--- src/rtl/rot_meas_seq_if.sv ---
// Control/status bundle between the host register block and the rotation measurement sequencer.
// The master side drives the run controls; the slave side is the sequencer.
interface rot_meas_seq_if #(
  parameter int N_CH  = 4,
  parameter int ROT_W = 10
);
  logic             trg_ctrl;
  logic             pause_ctrl;
  logic [N_CH-1:0]  ch_mask;
  logic             wrk_stat;
  logic             rot_en;
  logic             adc_en;
  logic [N_CH-1:0]  rf_sw;
  logic [3:0]       ch_idx;
  logic [ROT_W-1:0] rot_count;
  logic             pause_out;
  logic             done;

  modport master (
    output trg_ctrl, pause_ctrl, ch_mask,
    input  wrk_stat, rot_en, adc_en, rf_sw, ch_idx, rot_count, pause_out, done
  );

  modport slave (
    input  trg_ctrl, pause_ctrl, ch_mask,
    output wrk_stat, rot_en, adc_en, rf_sw, ch_idx, rot_count, pause_out, done
  );
endinterface

--- src/rtl/rot_meas_seq.sv ---
// Rotation / RF-switch / ADC measurement sequencer: per rotation step pulses the rotator, dwells,
// then settles and acquires on every enabled channel in ascending order, for N_ROT steps.
module rot_meas_seq #(
  parameter int N_CH     = 4,
  parameter int CLK_DIV  = 1000000,
  parameter int T_RDLY   = 1,
  parameter int T_ROT    = 5,
  parameter int T_DWELL  = 100,
  parameter int T_SETTLE = 3,
  parameter int T_ACQ    = 30,
  parameter int N_ROT    = 720,
  parameter int ROT_W    = 10
) (
  input  logic             fpga_clk,
  input  logic             sys_rst_n,
  input  logic             sys_init_ctrl,
  rot_meas_seq_if.slave    bus
);

  typedef enum logic [2:0] {
    S_IDLE, S_RDLY, S_ROT, S_DWELL, S_SETTLE, S_ACQ, S_PAUSED, S_DONE
  } state_t;

  // Timers count down from (duration - 1) so a state lasts exactly T_x*CLK_DIV cycles.
  localparam logic [31:0] L_RDLY   = 32'(T_RDLY   * CLK_DIV - 1);
  localparam logic [31:0] L_ROT    = 32'(T_ROT    * CLK_DIV - 1);
  localparam logic [31:0] L_DWELL  = 32'(T_DWELL  * CLK_DIV - 1);
  localparam logic [31:0] L_SETTLE = 32'(T_SETTLE * CLK_DIV - 1);
  localparam logic [31:0] L_ACQ    = 32'(T_ACQ    * CLK_DIV - 1);
  localparam logic [ROT_W-1:0] L_NROT = ROT_W'(N_ROT);

  // Lowest set bit of mask at or above index lo; bit 4 of the result flags a hit.
  function automatic logic [4:0] find_ch(input logic [N_CH-1:0] mask, input int lo);
    logic [4:0] res;
    res = 5'd0;
    for (int i = N_CH - 1; i >= 0; i--) begin
      if (mask[i] && (i >= lo)) begin
        res = {1'b1, 4'(i)};
      end
    end
    return res;
  endfunction

  function automatic logic [N_CH-1:0] onehot(input logic [3:0] idx);
    return N_CH'(1'b1) << idx;
  endfunction

  state_t           r_state, w_next_state, r_ret_state, w_ret_nxt;
  logic [31:0]      r_timer, w_timer_nxt;
  logic             r_pause_req, w_pause_req_nxt;
  logic [N_CH-1:0]  r_eff_mask, w_eff_mask_nxt;
  logic [N_CH-1:0]  r_rf_sw, w_rf_sw_nxt;
  logic [3:0]       r_ch_idx, w_ch_idx_nxt;
  logic [ROT_W-1:0] r_rot_count, w_rot_count_nxt, w_count_inc;
  logic             w_done_nxt;
  logic [4:0]       w_sel;
  logic             r_wrk_stat, r_rot_en, r_adc_en, r_pause_out, r_done;

  // State register.
  always_ff @(posedge fpga_clk or negedge sys_rst_n) begin
    if (!sys_rst_n) begin
      r_state <= S_IDLE;
    end else if (sys_init_ctrl) begin
      r_state <= S_IDLE;
    end else begin
      r_state <= w_next_state;
    end
  end

  // Next-state, timer and datapath updates.
  always_comb begin
    w_next_state    = r_state;
    w_ret_nxt       = r_ret_state;
    w_timer_nxt     = r_timer;
    w_pause_req_nxt = r_pause_req;
    w_eff_mask_nxt  = r_eff_mask;
    w_rf_sw_nxt     = r_rf_sw;
    w_ch_idx_nxt    = r_ch_idx;
    w_rot_count_nxt = r_rot_count;
    w_done_nxt      = 1'b0;
    w_sel           = 5'd0;
    w_count_inc     = r_rot_count + ROT_W'(1);

    if (bus.pause_ctrl && r_wrk_stat) begin
      w_pause_req_nxt = 1'b1;
    end else begin
      w_pause_req_nxt = r_pause_req;
    end

    case (r_state)
      S_IDLE, S_DONE: begin
        if (bus.trg_ctrl) begin
          w_next_state    = S_RDLY;
          w_timer_nxt     = L_RDLY;
          w_rot_count_nxt = '0;
        end else begin
          w_next_state = r_state;
        end
      end
      S_RDLY: begin
        if (r_timer == 32'd0) begin
          w_next_state = S_ROT;
          w_timer_nxt  = L_ROT;
        end else begin
          w_timer_nxt = r_timer - 32'd1;
        end
      end
      S_ROT: begin
        if (r_timer == 32'd0) begin
          w_next_state   = S_DWELL;
          w_timer_nxt    = L_DWELL;
          w_eff_mask_nxt = (bus.ch_mask == '0) ? {N_CH{1'b1}} : bus.ch_mask;
        end else begin
          w_timer_nxt = r_timer - 32'd1;
        end
      end
      S_DWELL, S_SETTLE: begin
        w_sel = find_ch(r_eff_mask, 0);
        if (r_pause_req) begin
          // The cycle spent here still counts; the timer then stays frozen while paused.
          w_next_state    = S_PAUSED;
          w_ret_nxt       = r_state;
          w_pause_req_nxt = 1'b0;
          w_timer_nxt     = (r_timer == 32'd0) ? 32'd0 : r_timer - 32'd1;
        end else if (r_timer != 32'd0) begin
          w_timer_nxt = r_timer - 32'd1;
        end else if (r_state == S_DWELL) begin
          w_next_state = S_SETTLE;
          w_timer_nxt  = L_SETTLE;
          w_ch_idx_nxt = w_sel[3:0];
          w_rf_sw_nxt  = onehot(w_sel[3:0]);
        end else begin
          w_next_state = S_ACQ;
          w_timer_nxt  = L_ACQ;
        end
      end
      S_ACQ: begin
        w_sel = find_ch(r_eff_mask, int'(r_ch_idx) + 1);
        if (r_timer != 32'd0) begin
          w_timer_nxt = r_timer - 32'd1;
        end else if (w_sel[4]) begin
          w_next_state = S_SETTLE;
          w_timer_nxt  = L_SETTLE;
          w_ch_idx_nxt = w_sel[3:0];
          w_rf_sw_nxt  = onehot(w_sel[3:0]);
        end else begin
          w_rf_sw_nxt     = '0;
          w_rot_count_nxt = w_count_inc;
          if (w_count_inc == L_NROT) begin
            w_next_state    = S_DONE;
            w_done_nxt      = 1'b1;
            w_pause_req_nxt = 1'b0;
          end else begin
            w_next_state = S_RDLY;
            w_timer_nxt  = L_RDLY;
          end
        end
      end
      S_PAUSED: begin
        if (bus.trg_ctrl) begin
          w_next_state = r_ret_state;
        end else begin
          w_next_state = S_PAUSED;
        end
      end
      default: begin
        w_next_state = S_IDLE;
      end
    endcase
  end

  // Datapath and registered outputs, decoded from the next state.
  always_ff @(posedge fpga_clk or negedge sys_rst_n) begin
    if (!sys_rst_n) begin
      r_ret_state <= S_IDLE;
      r_timer     <= 32'd0;
      r_pause_req <= 1'b0;
      r_eff_mask  <= '0;
      r_rf_sw     <= '0;
      r_ch_idx    <= 4'd0;
      r_rot_count <= '0;
      r_wrk_stat  <= 1'b0;
      r_rot_en    <= 1'b0;
      r_adc_en    <= 1'b0;
      r_pause_out <= 1'b0;
      r_done      <= 1'b0;
    end else if (sys_init_ctrl) begin
      r_ret_state <= S_IDLE;
      r_timer     <= 32'd0;
      r_pause_req <= 1'b0;
      r_eff_mask  <= '0;
      r_rf_sw     <= '0;
      r_ch_idx    <= 4'd0;
      r_rot_count <= '0;
      r_wrk_stat  <= 1'b0;
      r_rot_en    <= 1'b0;
      r_adc_en    <= 1'b0;
      r_pause_out <= 1'b0;
      r_done      <= 1'b0;
    end else begin
      r_ret_state <= w_ret_nxt;
      r_timer     <= w_timer_nxt;
      r_pause_req <= w_pause_req_nxt;
      r_eff_mask  <= w_eff_mask_nxt;
      r_rf_sw     <= w_rf_sw_nxt;
      r_ch_idx    <= w_ch_idx_nxt;
      r_rot_count <= w_rot_count_nxt;
      r_wrk_stat  <= (w_next_state == S_RDLY) || (w_next_state == S_ROT) ||
                     (w_next_state == S_DWELL) || (w_next_state == S_SETTLE) ||
                     (w_next_state == S_ACQ);
      r_rot_en    <= (w_next_state == S_ROT);
      r_adc_en    <= (w_next_state == S_ACQ);
      r_pause_out <= (w_next_state == S_PAUSED);
      r_done      <= w_done_nxt;
    end
  end

  assign bus.wrk_stat  = r_wrk_stat;
  assign bus.rot_en    = r_rot_en;
  assign bus.adc_en    = r_adc_en;
  assign bus.rf_sw     = r_rf_sw;
  assign bus.ch_idx    = r_ch_idx;
  assign bus.rot_count = r_rot_count;
  assign bus.pause_out = r_pause_out;
  assign bus.done      = r_done;

endmodule

--- src/flat_wrapper.sv ---
// flat-port wrapper written by rule: the top's interface ports become plain ports
module rot_meas_seq_flat 
#(
  parameter int N_CH     = 4,
  parameter int CLK_DIV  = 1000000,
  parameter int T_RDLY   = 1,
  parameter int T_ROT    = 5,
  parameter int T_DWELL  = 100,
  parameter int T_SETTLE = 3,
  parameter int T_ACQ    = 30,
  parameter int N_ROT    = 720,
  parameter int ROT_W    = 10
)
  (fpga_clk, sys_rst_n, sys_init_ctrl, bus_trg_ctrl, bus_pause_ctrl, bus_ch_mask, bus_wrk_stat, bus_rot_en, bus_adc_en, bus_rf_sw, bus_ch_idx, bus_rot_count, bus_pause_out, bus_done);
  rot_meas_seq_if #(.N_CH(N_CH), .ROT_W(ROT_W)) bus_i ();
  input  logic fpga_clk;
  input  logic sys_rst_n;
  input  logic sys_init_ctrl;
  input wire logic [$bits(bus_i.trg_ctrl)-1:0] bus_trg_ctrl;
  input wire logic [$bits(bus_i.pause_ctrl)-1:0] bus_pause_ctrl;
  input wire logic [$bits(bus_i.ch_mask)-1:0] bus_ch_mask;
  output wire logic [$bits(bus_i.wrk_stat)-1:0] bus_wrk_stat;
  output wire logic [$bits(bus_i.rot_en)-1:0] bus_rot_en;
  output wire logic [$bits(bus_i.adc_en)-1:0] bus_adc_en;
  output wire logic [$bits(bus_i.rf_sw)-1:0] bus_rf_sw;
  output wire logic [$bits(bus_i.ch_idx)-1:0] bus_ch_idx;
  output wire logic [$bits(bus_i.rot_count)-1:0] bus_rot_count;
  output wire logic [$bits(bus_i.pause_out)-1:0] bus_pause_out;
  output wire logic [$bits(bus_i.done)-1:0] bus_done;
  assign bus_i.trg_ctrl = bus_trg_ctrl;
  assign bus_i.pause_ctrl = bus_pause_ctrl;
  assign bus_i.ch_mask = bus_ch_mask;
  assign bus_wrk_stat = bus_i.wrk_stat;
  assign bus_rot_en = bus_i.rot_en;
  assign bus_adc_en = bus_i.adc_en;
  assign bus_rf_sw = bus_i.rf_sw;
  assign bus_ch_idx = bus_i.ch_idx;
  assign bus_rot_count = bus_i.rot_count;
  assign bus_pause_out = bus_i.pause_out;
  assign bus_done = bus_i.done;
  rot_meas_seq #(.N_CH(N_CH), .CLK_DIV(CLK_DIV), .T_RDLY(T_RDLY), .T_ROT(T_ROT), .T_DWELL(T_DWELL), .T_SETTLE(T_SETTLE), .T_ACQ(T_ACQ), .N_ROT(N_ROT), .ROT_W(ROT_W)) u_core (.fpga_clk(fpga_clk), .sys_rst_n(sys_rst_n), .sys_init_ctrl(sys_init_ctrl), .bus(bus_i));
endmodule
--- config.mk ---
export PLATFORM = sky130hd
export DESIGN_NAME = rot_meas_seq_flat
export DESIGN_NICKNAME = d
export VERILOG_FILES = /design/src/rtl/rot_meas_seq_if.sv /design/src/rtl/rot_meas_seq.sv /design/src/flat_wrapper.sv
export SDC_FILE = /design/constraint.sdc
export NUM_CORES = 1
export LEC_CHECK = 0
export ABC_AREA = 0
export CAP_MARGIN = 0
export CORE_MARGIN = 2
export CORE_UTILIZATION = 65
export CTS_BUF_LIST = sky130_fd_sc_hd__clkbuf_8
export DETAILED_ROUTE_END_ITERATION = 8
export DONT_BUFFER_PORTS = 1
export PLACE_DENSITY = 0.92
export SYNTH_ARGS = -nofsm -noshare
export SYNTH_HDL_FRONTEND = slang
export SYNTH_SLANG_ARGS = --single-unit
--- constraint.sdc ---
create_clock -name fpga_clk -period 4 [get_ports fpga_clk]
set_clock_uncertainty 0.1 [all_clocks]
set_input_delay 1.2 -clock fpga_clk [delete_from_list [all_inputs] [get_ports fpga_clk]]
set_output_delay 1.2 -clock fpga_clk [all_outputs]
set_load 0.1 [all_outputs]
# ---- Word-level counts from Yosys, hierarchy flattened
# Index checks and enable logic that the tools add are counted.
dict set report totals {
  input_bits 9
  elab_cells 148
  out_inout_bits 23
  regBits 66
}
dict set report classes {
  addsub 3
  order_cmp 4
  muxes 76
  eq_ne 22
  reduce_logical 28
  n_shift 2
}
# cell count
set ops {}
lappend ops {{32-bit 2-to-1 mux} 10}
lappend ops {{32-bit case mux with 5 select lines} 1}
lappend ops {{4-bit 2-to-1 mux} 20}
lappend ops {{3-bit by 32-bit greater-or-equal comparator with 1-bit output, first input constant} 2}
lappend ops {{10-bit 2-to-1 mux} 4}
lappend ops {{3-bit 2-to-1 mux} 13}
lappend ops {{1-bit by 32-bit greater-or-equal comparator with 1-bit output, first input constant} 1}
lappend ops {{2-bit by 32-bit greater-or-equal comparator with 1-bit output, first input constant} 1}
lappend ops {{32-bit logical NOT} 1}
lappend ops {{32-bit nonzero test} 1}
lappend ops {{32-bit by 1-bit subtractor with 32-bit output, second input constant} 1}
lappend ops {{25-bit 2-to-1 mux} 1}
lappend ops {{5-bit 2-to-1 mux} 5}
lappend ops {{3-bit == test, second input constant} 7}
lappend ops {{10-bit case mux with 2 select lines} 1}
lappend ops {{3-bit case mux with 6 select lines} 1}
lappend ops {{1-bit 2-to-1 mux} 16}
lappend ops {{4-bit case mux with 2 select lines} 2}
lappend ops {{3-bit inequality test, second input constant} 5}
lappend ops {{3-bit by 2-bit == test with 1-bit output, second input constant} 4}
lappend ops {{10-bit by 1-bit adder with 10-bit output, second input constant} 1}
lappend ops {{10-bit == test, second input constant} 1}
lappend ops {{2-bit nonzero test} 4}
lappend ops {{1-bit by 4-bit << shifter with 4-bit output, first input constant} 2}
lappend ops {{18 further kinds} 30}

# ---- Longest topological paths before layout
# Gate-level depths: netlist (run 1).
dict set report logic_depth {
  depth_word 17
  mapped_depth 11
  ltp_nobuf 9
}

# ---- Least setup slack after synthesis (run 1)
# No wires, ideal clock.
dict set report synth_path {
  kind {register to register}
  startpoint {register u_core.r_rot_count[0], in the netlist u_core.bus.rot_count[0]}
  endpoint {register u_core.r_timer[12]}
  required_time_ns 3.762
  synth_period_minus_slack_ns 3.235
  path_stages_with_launch 10
  setup_time_ns 0.138
  setup_slack_ns 0.765
  n_path_buf 1
  arrival_ns 2.998
  path_cell_list {dfrtp_1 ha_1 and2_1 o21ai_0 a32o_1 and3b_1 a41o_1 nand2_1 clkbuf_1 a31oi_1}
}
dict set report synth_via {
  elab_chain_cells 4
}
# item line_no
set synth_lines {}
lappend synth_lines {{start, declared} rot_meas_seq.sv:54} ;# logic [ROT_W-1:0] r_rot_count, w_rot_count_nxt, w_count_inc;
lappend synth_lines {{start signal, assigned} rot_meas_seq.sv:207} ;# r_rot_count <= w_rot_count_nxt;
lappend synth_lines {{10-bit by 1-bit adder with 10-bit output} rot_meas_seq.sv:82} ;# w_count_inc = r_rot_count + ROT_W'(1);
lappend synth_lines {{10-bit == test} rot_meas_seq.sv:149} ;# if (w_count_inc == L_NROT) begin
lappend synth_lines {{5-bit by 3-bit inequality test with 1-bit output (no line)} -}
lappend synth_lines {{3-bit AND reduction (no line)} -}
lappend synth_lines {{end signal, assigned} rot_meas_seq.sv:202} ;# r_timer <= w_timer_nxt;
lappend synth_lines {{end, declared} rot_meas_seq.sv:49} ;# logic [31:0] r_timer, w_timer_nxt;
# Every way passes these cells.
# A chain may end at the register's enable or synchronous reset.

# ---- Worst setup path in the final report (run 1)
dict set report layout_path {
  startpoint {register u_core.r_timer[0]}
  endpoint {register u_core.r_timer[0]}
}
dict set report layout_via {
  elab_chain_cells 5
  elab_cells_between_ends 13
  classes_between {add/sub (1); eq/ne (1); mux (8); reduce/logical (3)}
}
# item line_no
set layout_lines {}
lappend layout_lines {{32-bit by 1-bit subtractor with 32-bit output (tied with other cells)} -}
lappend layout_lines {{32-bit 2-to-1 mux (on tied branches)} {rot_meas_seq.sv:125, rot_meas_seq.sv:124}}
lappend layout_lines {{32-bit 2-to-1 mux} rot_meas_seq.sv:119} ;# if (r_pause_req) begin
lappend layout_lines {{32-bit case mux with 5 select lines} rot_meas_seq.sv:90} ;# case (r_state)
lappend layout_lines {{32-bit 2-to-1 mux} rot_meas_seq.sv:187} ;# end else if (sys_init_ctrl) begin
# Several ways; a longest one is shown, not always the timed one.

==> results of run 1 <==
-- sequential cells by signal, summed over array words and instances (netlist names) --
signal / cells
u_core.bus.rot_count: 10
u_core.r_pause_req: 1
u_core.r_timer: 32
u_core.bus.wrk_stat: 1
u_core.r_eff_mask: 4
u_core.bus.done: 1
u_core.bus.ch_idx: 2
u_core.bus.rot_en: 1
u_core.bus.adc_en: 1
u_core.bus.pause_out: 1
u_core.r_state: 3
u_core.bus.rf_sw: 4
u_core.r_ret_state: 3
-- synthesized netlist by cell type (all sizes together) (3+ instances only) --
master   n
a211oi   5
nor2    72
nor3    28
a21boi   4
o41ai    4
ha       3
nand3   18
buf      9
nand2b   7
o32ai    6
and3     9
o31ai    7
o21ai   42
clkbuf  23
o21a     6
nor4    15
nand4    4
or3      8
nand2   52
a21o     4
a21oi   54
dfrtp   64
and2     5
inv     15
o22a     4
or4     10
a31oi   14
-- power groups by stage --
| stage | Clock (uW) | Sequential, uW | Combinational, uW |
|---|---|---|---|
| after floorplan | 0 | 717 | 168 |
| after global placement | 0 | 732 | 195 |
| after detailed placement | 0 | 733 | 199 |
| after CTS | 531 | 721 | 202 |
| after global routing | 560 | 728 | 226 |
| final | 531 | 723 | 208 |
-- cell type report --
| type | instances | area share |
|---|---|---|
| multi-input combinational | 432 | 0.545 |
| sequential | 64 | 0.347 |
| timing repair buffer | 21 | 0.0342 |
| clock buffer | 9 | 0.0269 |
| tap | 77 | 0.0209 |
| inverter | 17 | 0.0138 |
| clock inverter | 7 | 0.0122 |
-- layer usage --
metal  vias up  GRT usage  part of all wire
li1       2022          -                 -
met5         -          0                 0
met4         0      0.131             0.034
met2       307      0.545              0.46
met3        58     0.0645              0.11
met1      2073      0.477              0.39
-- metrics by stage --
step	power (uW)	worst slack [ns]	hold slack [ns]	cells	cell area, sq um
after floorplan	885	0.765	0.342	545	4320
after global placement	927	0.525	0.375	611	4430
after detailed placement	933	0.488	0.370	611	4430
after CTS	1450	0.464	0.385	627	4610
after global routing	1510	0.211	0.408	627	4610
final	1460	0.361	0.385	627	4610
-- kinds of logic (layout without fill, tap and decap cells) --
kind of cell,Yosys count,after routing,synth area share
multiplexers,4,4,0.00985
buffers and inverters,49,54,0.0478
XOR/XNOR,4,4,0.00812
adder cells (fa/ha/maj),3,3,0.00870
AO/OA/AOI/OAI,178,178,0.267
other,1,2,0.000869
flip-flops,64,64,0.371
AND/OR/NAND/NOR,241,241,0.287
-- final timing paths --
path / end / slack (ns) / depth (start not counted)
max: u_core.r_timer[0] / 0.36 / 8
min: u_core.r_timer[30] / 0.38 / 1
max reg2reg: u_core.r_timer[0] / 0.36 / 8
min reg2reg: u_core.r_timer[30] / 0.38 / 1
max in group asynchronous: u_core.r_timer[12] / 3.25 / 0
min in group asynchronous: u_core.bus.ch_idx[1] / 0.45 / 0
==> metrics.csv, run 1 <==
metric,value,unit
avgSynthCellArea,7.94,sq um
yosys_warnings,0,
post_cts_resized,0,
hp-class,flop to flop,
rows,29,
synth.area.top_cells,"dfrtp_1, a21oi_1, nor2_1, o21ai_0, nand2_1",
synthCells,544,
grt_pass1_wl,20.2,mm
numCtsBuffers,9,
worstSetupPathType,flop to flop,
fillCellCount,495,
maxCapViolations,0,
layout_min_cycle_time,3.64,ns
viasPerCell,7.11,
crit_fanout,17,
gp_congestion,0.979,
vdd_drop_max,0.000199,V
seqPwrFrac,0.495,
cp_top_family,simple AND/OR/NAND/NOR gates,
p_int,1020,uW
clock-sinks,64,
power.switching,438,uW
synth_area,4320,sq um
grtUsageTotal,0.346,
final_util,0.722,
coreArea,6390,sq um
crit_path_max_incr_delay,0.52,ns
startpoint,u_core.r_timer[0],
ys_ff_latch,64,
crit_required,4.12,ns
max_freq,0.275,GHz
rsz0062_at_grt,false,
relSlewSlack,0.378,
die_w,85.5,um
cts_setup_buffers,0,
die-area,7310,sq um
endpoint_kind,flop,
swShare,0.299,
power_density,317,nW/um^2
firstDrtPassIters,5,
yosysTopAreaCellShare,0.371,
multiInputGateArea,2510,sq um
async_flop_share,1.00,
reg2reg_from,u_core.r_timer[0],
post-route-period-util,0.910,
antenna_cells,0,
antenna_left,0,
critical_path_arrival,3.76,ns
ios,32,
status,"finished, final reports clean",
holdBufCountCts,0,
worstPathCellList,"inv_1, ha_1, or3b_2, or4_4, nor3_2, a41o_1, nand2_1, mux2_2",
drive_above_1_share,0.0909,
cts_tree,yes,
clk_latency,0.34,ns
cts_max_path_buffers,2,
nets,557,
cp_num_buf_inv,1,
hpwl,8.41,mm
finalSetupViolations,0,
slew_viol_final,0,
start_util,0.676,
wl_per_cell,19.5,um
leakage,0.00197,uW
grt_pass1_vias,4093,
yosysTopAreaCell,dfrtp_1,
worst_pin_slew,0.933,ns
final_common_cell,nor2_1,
synth-edff-count,0,
syn2layout_area_growth,6.84,%
combPwrFrac,0.142,
clk_pin_slew,0.07,ns
fin_tns_setup,0,ns
finalWirelength,12.2,mm
root_buffer,clkbuf_8,
grt_remaining_overflow,0,
p_clk_frac,0.363,
io_buffers,0,
ys_seq_area_frac,0.371,
synth_flop_cell,dfrtp_1,
num_vias,4460,
route.detailed.drc,0,
start_kind,flop,
min_from,u_core.r_timer[30],
ctsHtreeMaxLevel,3,
final_cell_mix,"nor2_1, dfrtp_1, a21oi_1",
die_y,85.5,um
seqCellArea,1600,sq um
grt_max_degree,65,
slowest_stage,or3b_2,
drt_iter0_drc,678,
hold_viol,0,
antenna_found_initial,0,
synth.distinct_cells,73,
Power figures use the tool's default switching activity.
==> run 2: changes to the inputs <==
Settings changed: CORE_UTILIZATION 65 to 45, PLACE_DENSITY 0.92 to 0.71.
==> run 2 against run 1 <==
Cell area increased by 2.8%. Sequential cell count unchanged. Register-to-register slack improved by 0.15 ns. Critical path type unchanged. Largest power group unchanged.
==> metrics.csv, run 2 (synthesis results as in run 1) <==
metric,value,unit,change
start_util,0.465,,-0.211
syn2layout_area_growth,9.83,%,
cts_tree,yes,,
clock-sinks,64,,unchanged
die-area,10400,sq um,+42%
power_density,343,nW/um^2,+8.2%
firstDrtPassIters,6,,+1
seqPwrFrac,0.446,,-0.049
io_buffers,0,,unchanged
numCtsBuffers,9,,unchanged
drt_iter0_drc,564,,-17%
clk_pin_slew,0.08,ns,about the same
cp_top_family,simple AND/OR/NAND/NOR gates,,
final_cell_mix,"nor2_1, dfrtp_1, a21oi_1",,
grt_max_degree,65,,unchanged
holdBufCountCts,0,,unchanged
antenna_left,0,,unchanged
rows,35,,+21%
start_kind,flop,,
worstSetupPathType,flop to flop,,
viasPerCell,6.37,,-11%
vdd_drop_max,0.000201,V,+0.97%
combPwrFrac,0.126,,-0.016
finalWirelength,12.3,mm,+0.80%
dp_cells,663,,+8.5%
fillCellCount,908,,+83%
post_cts_resized,0,,unchanged
maxCapViolations,0,,unchanged
layout_min_cycle_time,3.49,ns,-0.153 ns
crit_fanout,17,,unchanged
drive_above_1_share,0.0964,,+0.00545
die_w,102,um,+19%
route.detailed.drc,0,,unchanged
final_common_cell,nor2_1,,
cts_max_path_buffers,2,,unchanged
crit_path_max_incr_delay,0.53,ns,about the same
grt_remaining_overflow,0,,unchanged
critical_path_arrival,3.63,ns,-0.13 ns
cp_num_buf_inv,1,,unchanged
fin_tns_setup,0,ns,unchanged
nets,557,,unchanged
finalInstanceArea,4740,sq um,+2.8%
largest_reg_flops,32,,unchanged
max_freq,0.287,GHz,+4.4%
swShare,0.287,,-0.0126
antenna_cells,0,,unchanged
rsz0062_at_grt,false,,
place_area,4500,sq um,+1.5%
post-route-period-util,0.872,,-0.0382
ctsHtreeMaxLevel,3,,unchanged
cts_setup_buffers,0,,unchanged
worstPathCellList,"inv_1, ha_1, or3b_2, or4_4, nor3_2, a41o_1, nand2_1, mux2_2",,
worst_pin_slew,0.927,ns,-0.00525 ns
regMostFlops,u_core.r_timer,,
endpoint_kind,flop,,
leakage,0.00199,uW,+0.71%
hold_viol,0,,unchanged
slew_viol_final,0,,unchanged
crit_required,4.15,ns,+0.03 ns
clk_latency,0.36,ns,+0.02 ns
grtUsageTotal,0.247,,-0.0981
antenna_found_initial,0,,unchanged
hp-class,flop to flop,,
final_cells,679,,+8.3%
root_buffer,clkbuf_8,,
p_int,1160,uW,+13%
slowest_stage,or3b_2,,
die_y,102,um,+19%
finalSetupViolations,0,,unchanged
gp_congestion,0.916,,-6.4%
ios,32,,unchanged
holdWs,0.409,ns,+0.0241 ns
num_vias,4322,,-3.1%
status,"finished, final reports clean",,
coreArea,9280,sq um,+45%
power.switching,466,uW,+6.5%
wl_per_cell,18.1,um,-6.9%
grt_pass1_vias,4028,,-1.6%
grt_pass1_wl,20.2,mm,about the same
p_clk_frac,0.428,,+0.065
hpwl,8.28,mm,-1.5%
relSlewSlack,0.382,,+0.00350
run 2: worst paths after layout:
| path | start | end | slack [ns] | depth (start not counted) |
|---|---|---|---|---|
| worst max-delay path | u_core.r_timer[0] | u_core.r_timer[0] | 0.51 | 8 |
| worst min-delay path | u_core.r_timer[31] | u_core.r_timer[31] | 0.41 | 1 |
| worst max register to register | u_core.r_timer[0] | u_core.r_timer[0] | 0.51 | 8 |
| worst min register to register | u_core.r_timer[31] | u_core.r_timer[31] | 0.41 | 1 |
| max in group asynchronous | sys_rst_n | u_core.r_timer[13] | 3.26 | 0 |
| min in group asynchronous | sys_rst_n | u_core.bus.rot_count[4] | 0.42 | 0 |
run 2: area by class of cell:
cell class | count | area [sq um] | area share
clock buffers | 9 | 124 | 0.0261
well taps | 129 | 161 | 0.0340
inverters | 17 | 63.8 | 0.0135
flip-flops and latches | 64 | 1600 | 0.338
repair buffers | 21 | 158 | 0.0333
clock inverters | 7 | 120 | 0.0253
multi-input cells | 432 | 2510 | 0.530
run 2: power groups by stage:
| stage | registers (uW) | logic, uW | clock network (uW) |
|---|---|---|---|
| finish | 724 | 205 | 696 |
| CTS | 721 | 200 | 709 |
| global route | 728 | 223 | 735 |
| detailed placement | 734 | 198 | 0 |
| global placement | 731 | 195 | 0 |
| floorplan | 717 | 168 | 0 |
run 2: worst reg2reg max path, cell delays in order (launching register included):
cell	delay [ns]
dfrtp_1	0.43
inv_1	0.08
ha_1	0.19
or3b_2	0.53
or4_4	0.49
nor3_2	0.41
a41o_1	0.31
nand2_1	0.40
mux2_2	0.43
run 2: through the flow:
step                worst slack [ns]  total power, uW  utilization
global placement               0.662              926        0.484
detailed placement             0.560              932        0.484
global route                   0.319             1690        0.511
floorplan                      0.765              885            -
CTS                            0.530             1630        0.511
finish                         0.513             1630        0.511
run 2: metal layers:
layer	vias to the layer above	GRT usage	share of wire
met4	0	0.0954	0.024
met1	2078	0.345	0.45
met5	-	0	0
met2	184	0.374	0.45
met3	36	0.0581	0.080
li1	2024	-	-
